File: config.mk
export PLATFORM = sky130hd
export DESIGN_NAME = i2c_gain_writer
export DESIGN_NICKNAME = d
export VERILOG_FILES = /design/src/rtl/i2c_gain_writer.sv
export SDC_FILE = /design/constraint.sdc
export NUM_CORES = 1
export LEC_CHECK = 0
export ABC_AREA = 1
export ABC_CLOCK_PERIOD_IN_PS = 3200
export BUFFER_PORTS_ARGS = -buffer_cell sky130_fd_sc_hd__buf_2
export CORE_ASPECT_RATIO = 0.6
export CORE_MARGIN = 8
export CORE_UTILIZATION = 23
export CTS_CLUSTER_DIAMETER = 40
export DETAILED_ROUTE_END_ITERATION = 8
export HOLD_SLACK_MARGIN = 0.15
export PLACE_DENSITY = 0.36
export SETUP_SLACK_MARGIN = 0.4
export SYNTH_ARGS = -nofsm -noshare
export SYNTH_HDL_FRONTEND = slang
export SYNTH_SLANG_ARGS = --single-unit
export TNS_END_PERCENT = 20
File: constraint.sdc
create_clock -name clk -period 3.2 [get_ports clk]
set_input_delay 0.64 -clock clk [delete_from_list [all_inputs] [get_ports clk]]
set_output_delay 0.64 -clock clk [all_outputs]
set_load 0.005 [all_outputs]
File: src/rtl/i2c_gain_writer.sv
// Single-master I2C write engine: one start pulse sends address+W, a register
// pointer and the three 6-bit PID gains to the gain-configuration slave.
module i2c_gain_writer #(
  parameter int         CLK_DIV    = 4,
  parameter logic [6:0] SLAVE_ADDR = 7'h42,
  parameter logic [7:0] REG_BASE   = 8'h00
) (
  input  logic       clk,
  input  logic       rst,
  input  logic       ena,
  input  logic       start,
  input  logic [5:0] K_p,
  input  logic [5:0] K_i,
  input  logic [5:0] K_d,
  input  logic       SCL_in,
  output logic       SCL_out,
  output logic       SCL_ena,
  input  logic       SDA_in,
  output logic       SDA_out,
  output logic       SDA_ena,
  output logic       busy,
  output logic       done,
  output logic       ack_err,
  output logic [2:0] dbg_state
);

  localparam int DW = $clog2(CLK_DIV);
  localparam logic [DW-1:0] DIV_LAST = DW'(CLK_DIV - 1);

  typedef enum logic [2:0] {ST_IDLE, ST_START, ST_SHIFT, ST_ACK, ST_STOP} state_t;

  state_t          state;
  logic [1:0]      quarter;
  logic [DW-1:0]   div;
  logic [39:0]     sh;
  logic [2:0]      bit_idx;
  logic [2:0]      byte_idx;

  logic div_end;
  logic stretched;
  logic q_end;

  // Handshake: start is a request that is taken only on a cycle where ena=1
  // and busy=0; busy stays high until the cycle done pulses.
  assign div_end   = (div == DIV_LAST);
  // A slave holding SCL low in q2 parks the divider on its last count.
  assign stretched = (quarter == 2'd2) && !SCL_in;
  assign q_end     = div_end && !stretched;

  assign SCL_out   = 1'b0;
  assign SDA_out   = 1'b0;
  assign dbg_state = state;

  always_ff @(posedge clk) begin
    if (rst) begin
      state    <= ST_IDLE;
      quarter  <= 2'd0;
      div      <= '0;
      sh       <= '0;
      bit_idx  <= 3'd0;
      byte_idx <= 3'd0;
      SCL_ena  <= 1'b0;
      SDA_ena  <= 1'b0;
      busy     <= 1'b0;
      done     <= 1'b0;
      ack_err  <= 1'b0;
    end else begin
      done <= 1'b0;
      if (ena) begin
        if (state == ST_IDLE) begin
          SCL_ena <= 1'b0;
          SDA_ena <= 1'b0;
          if (start) begin
            sh       <= {SLAVE_ADDR, 1'b0, REG_BASE, 2'b00, K_p, 2'b00, K_i, 2'b00, K_d};
            byte_idx <= 3'd0;
            bit_idx  <= 3'd0;
            ack_err  <= 1'b0;
            busy     <= 1'b1;
            state    <= ST_START;
            quarter  <= 2'd0;
            div      <= '0;
          end
        end else begin
          if (state == ST_ACK && quarter == 2'd3 && div == '0 && SDA_in)
            ack_err <= 1'b1;
          if (!div_end) begin
            div <= div + 1'b1;
          end else if (q_end) begin
            div     <= '0;
            quarter <= quarter + 2'd1;
            // Line registers are loaded as a quarter ends so they hold for the next one.
            case (state)
              ST_START: begin
                if (quarter == 2'd1) SDA_ena <= 1'b1;
                if (quarter == 2'd3) begin
                  SCL_ena <= 1'b1;
                  SDA_ena <= ~sh[39];
                  state   <= ST_SHIFT;
                end
              end
              ST_SHIFT: begin
                if (quarter == 2'd1) SCL_ena <= 1'b0;
                if (quarter == 2'd3) begin
                  SCL_ena <= 1'b1;
                  sh      <= {sh[38:0], 1'b0};
                  if (bit_idx == 3'd7) begin
                    bit_idx <= 3'd0;
                    SDA_ena <= 1'b0;
                    state   <= ST_ACK;
                  end else begin
                    bit_idx <= bit_idx + 3'd1;
                    SDA_ena <= ~sh[38];
                  end
                end
              end
              ST_ACK: begin
                if (quarter == 2'd1) SCL_ena <= 1'b0;
                if (quarter == 2'd3) begin
                  SCL_ena <= 1'b1;
                  if (ack_err || byte_idx == 3'd4) begin
                    SDA_ena <= 1'b1;
                    state   <= ST_STOP;
                  end else begin
                    byte_idx <= byte_idx + 3'd1;
                    SDA_ena  <= ~sh[39];
                    state    <= ST_SHIFT;
                  end
                end
              end
              ST_STOP: begin
                if (quarter == 2'd0) SCL_ena <= 1'b0;
                if (quarter == 2'd1) SDA_ena <= 1'b0;
                if (quarter == 2'd3) begin
                  state <= ST_IDLE;
                  busy  <= 1'b0;
                  done  <= 1'b1;
                end
              end
              default: state <= ST_IDLE;
            endcase
          end
        end
      end
    end
  end

endmodule

==> results.sh <==
export IMPL_clkLatencyLatePin_ps=320
export IMPL_final_antenna_net_count=0
export IMPL_finalCriticalPeriod_ps=2280
export IMPL_fin_area_mm2=0.00345
export IMPL_gr_total_overflow=0
export IMPL_die_area_mm2=0.0168
export IMPL_cp_max_fo=41
export IMPL_layout_common_cells="nand2_1, nor2_1, dfxtp_1"
export IMPL_power_density_mw_per_mm2=1060
export IMPL_worstMarginPinSlew_ps=813
export IMPL_worstReg2RegStart="dbg_state[2]$_SDFFE_PP0P_"
export IMPL_finalCritPeriodShare=0.711
export IMPL_post_place_ws_ps=922
export IMPL_die_w_um=162
export IMPL_cp_start_kind="register"
export IMPL_wl_per_cell_um=12.7
export IMPL_synth_edff_count=0
export IMPL_cts_tree="yes"
export IMPL_layoutNonFillerInstCount=633
export IMPL_vias=2681
export IMPL_ys_warn_count=0
export IMPL_drc=0
export IMPL_place_gp_congestion=0.842
export IMPL_fmax_ghz=0.439
export IMPL_synth_async_reset_ratio=0
export IMPL_synth_cell_types=28
export IMPL_max_slew_margin=0.457
export IMPL_syn_area_mm2=0.00295
export IMPL_start_util=0.232
export IMPL_cap_violations=0
export IMPL_synth_top_cell_area_share=0.394
export IMPL_cts_hold_buf=0
export IMPL_drt_iter0_drc=214
export IMPL_hold_depth=2
export IMPL_dieHeight_um=104
export IMPL_reg2reg_to="bit_idx[0]$_SDFFE_PP0P_"
export IMPL_rows=32
export IMPL_final_nets=494
export IMPL_p_total_mw=3.64
export IMPL_io_buffer_count=31
export IMPL_pwr_share_comb=0.454
export IMPL_cts_resized=0
export IMPL_rsz0062_at_grt="false"
export IMPL_synth_cells=439
export IMPL_antennaDiodeCount=0
export IMPL_drive_gt1_frac=0.127
export IMPL_dr_pass1_iters=4
export IMPL_cp_arrival_ps=2540
export IMPL_cts_root_buf="clkbuf_16"
export IMPL_final_core_util=0.272
export IMPL_rrSetupSlack_ps=920
export IMPL_antenna_found_initial=0
export IMPL_ir_worst_vdd_mv=0.354
export IMPL_h_tree_depth=3
export IMPL_fp_coreArea_mm2=0.0127
export IMPL_dp_cells=619
export IMPL_finalSetupViolCount=0
export IMPL_grt_pass1_vias=2628
export IMPL_slew_viol_final=0
export IMPL_final_common_cell="nand2_1"
export IMPL_r2r_cells=9
export IMPL_ios=34
export IMPL_gr_usage_all_layers=0.100
export IMPL_final_setup_tns_ps=0
export IMPL_ys_top_cells_by_area="dfxtp_1, nand2_1, nor2_1, o21ai_0, a21oi_1"
export IMPL_outcome="finished, final reports clean"
export IMPL_min_to="sh[0]$_SDFFE_PP0P_"
export IMPL_p_sw_frac=0.452
export IMPL_p_switching_mw=1.65
export IMPL_syn_to_final_growth_pct=16.9
export IMPL_synthFlopType="dfxtp_1"
export IMPL_crit_required_ps=3460
export IMPL_crit_type="reg -> reg"
export IMPL_syn_avg_cell_area_um2=6.72
export IMPL_hpwl_um=5200
export IMPL_grt_max_degree=45
export IMPL_min_from="sh[0]$_SDFFE_PP0P_"
export IMPL_hold_viol_final=0
export IMPL_leakage_nw=1.63
export IMPL_routed_wl_um=8030
export IMPL_finClkSkew_ps=5.26
export IMPL_fillCellCount=1404
export IMPL_power_frac_clock=0.233
export IMPL_via_per_inst=4.24
export IMPL_worst_hold_slack_ps=482
export IMPL_clockBufferDepth=2
export IMPL_grt_pass1_wl_um=13600
export IMPL_synth_top_area_cell="dfxtp_1"
export IMPL_hold_class="reg -> reg"
export IMPL_p_int_mw=2.00
export IMPL_numCtsBuffers=9
export IMPL_cts_setup_buffers=0
export IMPL_synth_seq_cells=58
export IMPL_placed_area_mm2=0.00319
export IMPL_worst_slack_ps=925
export IMPL_ys_seq_area_frac=0.394
export IMPL_clk_transition_reported_paths_ps=50
export IMPL_p_seq_frac=0.313
export IMPL_endpoint_kind="register"
export IMPL_clkSinkCount=58
state kept, by name (all words and copies together) (netlist names):
name	cells
SCL_ena	1
SDA_ena	1
ack_err	1
bit_idx	3
busy	1
byte_idx	3
dbg_state	3
div	2
done	1
quarter	2
sh	40
worst max-delay path, stage by stage (launching register included):
cell     delay (ps)
dfxtp_1         600
inv_2           190
nand2_4         350
nand2_1         140
nand2_2         150
inv_1            50
nand2_1          60
buf_4           410
nand2_1         120
a21oi_2         130
worst max-delay path by stage:
stage / start / to / slack (ps)
4_1_cts: dbg_state[2]$_SDFFE_PP0P_ / bit_idx[0]$_SDFFE_PP0P_ / 910
6_report: dbg_state[2]$_SDFFE_PP0P_ / bit_idx[0]$_SDFFE_PP0P_ / 920
5_1_grt: dbg_state[2]$_SDFFE_PP0P_ / sh[0]$_SDFFE_PP0P_ / 680
3_5_place_dp: dbg_state[2]$_SDFFE_PP0P_ / bit_idx[0]$_SDFFE_PP0P_ / 920
2_1_floorplan: SCL_in / sh[23]$_SDFFE_PP0P_ / 1620
3_3_place_gp: dbg_state[2]$_SDFFE_PP0P_ / bit_idx[0]$_SDFFE_PP0P_ / 900
routing by layer:
metal	global-route usage	routed length, µm	up-vias
li1	-	-	1424
met1	0.146	4430	1198
met2	0.133	3060	53
met3	0.0336	434	6
met4	0.0336	99	0
met5	0	0	-
synthesized netlist by cell type (2+ instances only):
library cell / number
a21oi_1: 29
buf_2: 9
buf_4: 3
buf_6: 5
clkbuf_1: 7
dfxtp_1: 58
ha_1: 10
inv_1: 23
inv_2: 2
nand2_1: 116
nand2_4: 2
nand3_1: 12
nand4_1: 2
nor2_1: 98
nor2_8: 2
nor3_1: 3
o21ai_0: 30
o21ai_1: 18
layout make-up:
cell class	instances	area (µm²)	area share
Clock buffer	10	239	0.0693
Clock inverter	4	20.0	0.00581
Inverter	25	93.8	0.0272
Multi-Input combinational cell	332	1540	0.448
Sequential cell	58	1160	0.337
Tap cell	170	213	0.0617
Timing Repair Buffer	34	178	0.0515
logic make-up (layout without fill, tap and decap cells):
kind of cell    after synthesis  count (layout)  synth area share
fa+ha+maj                    10              10            0.0424
flops                        58              58             0.394
simple gates                241             241             0.342
compound gates               78              78             0.134
buf+inv                      50              73            0.0840
xor+xnor                      1               1           0.00297
other cells                   1               2           0.00127
power by group through the flow:
stage	combinational (mW)	sequential, mW	clock (mW)
6_report	1.66	1.14	0.848
5_1_grt	1.91	1.17	0.923
4_1_cts	1.68	1.14	0.884
3_5_place_dp	1.67	1.15	0
3_3_place_gp	1.67	1.15	0
2_1_floorplan	1.38	1.08	0
Note: power is estimated with default switching activity, not from simulation.
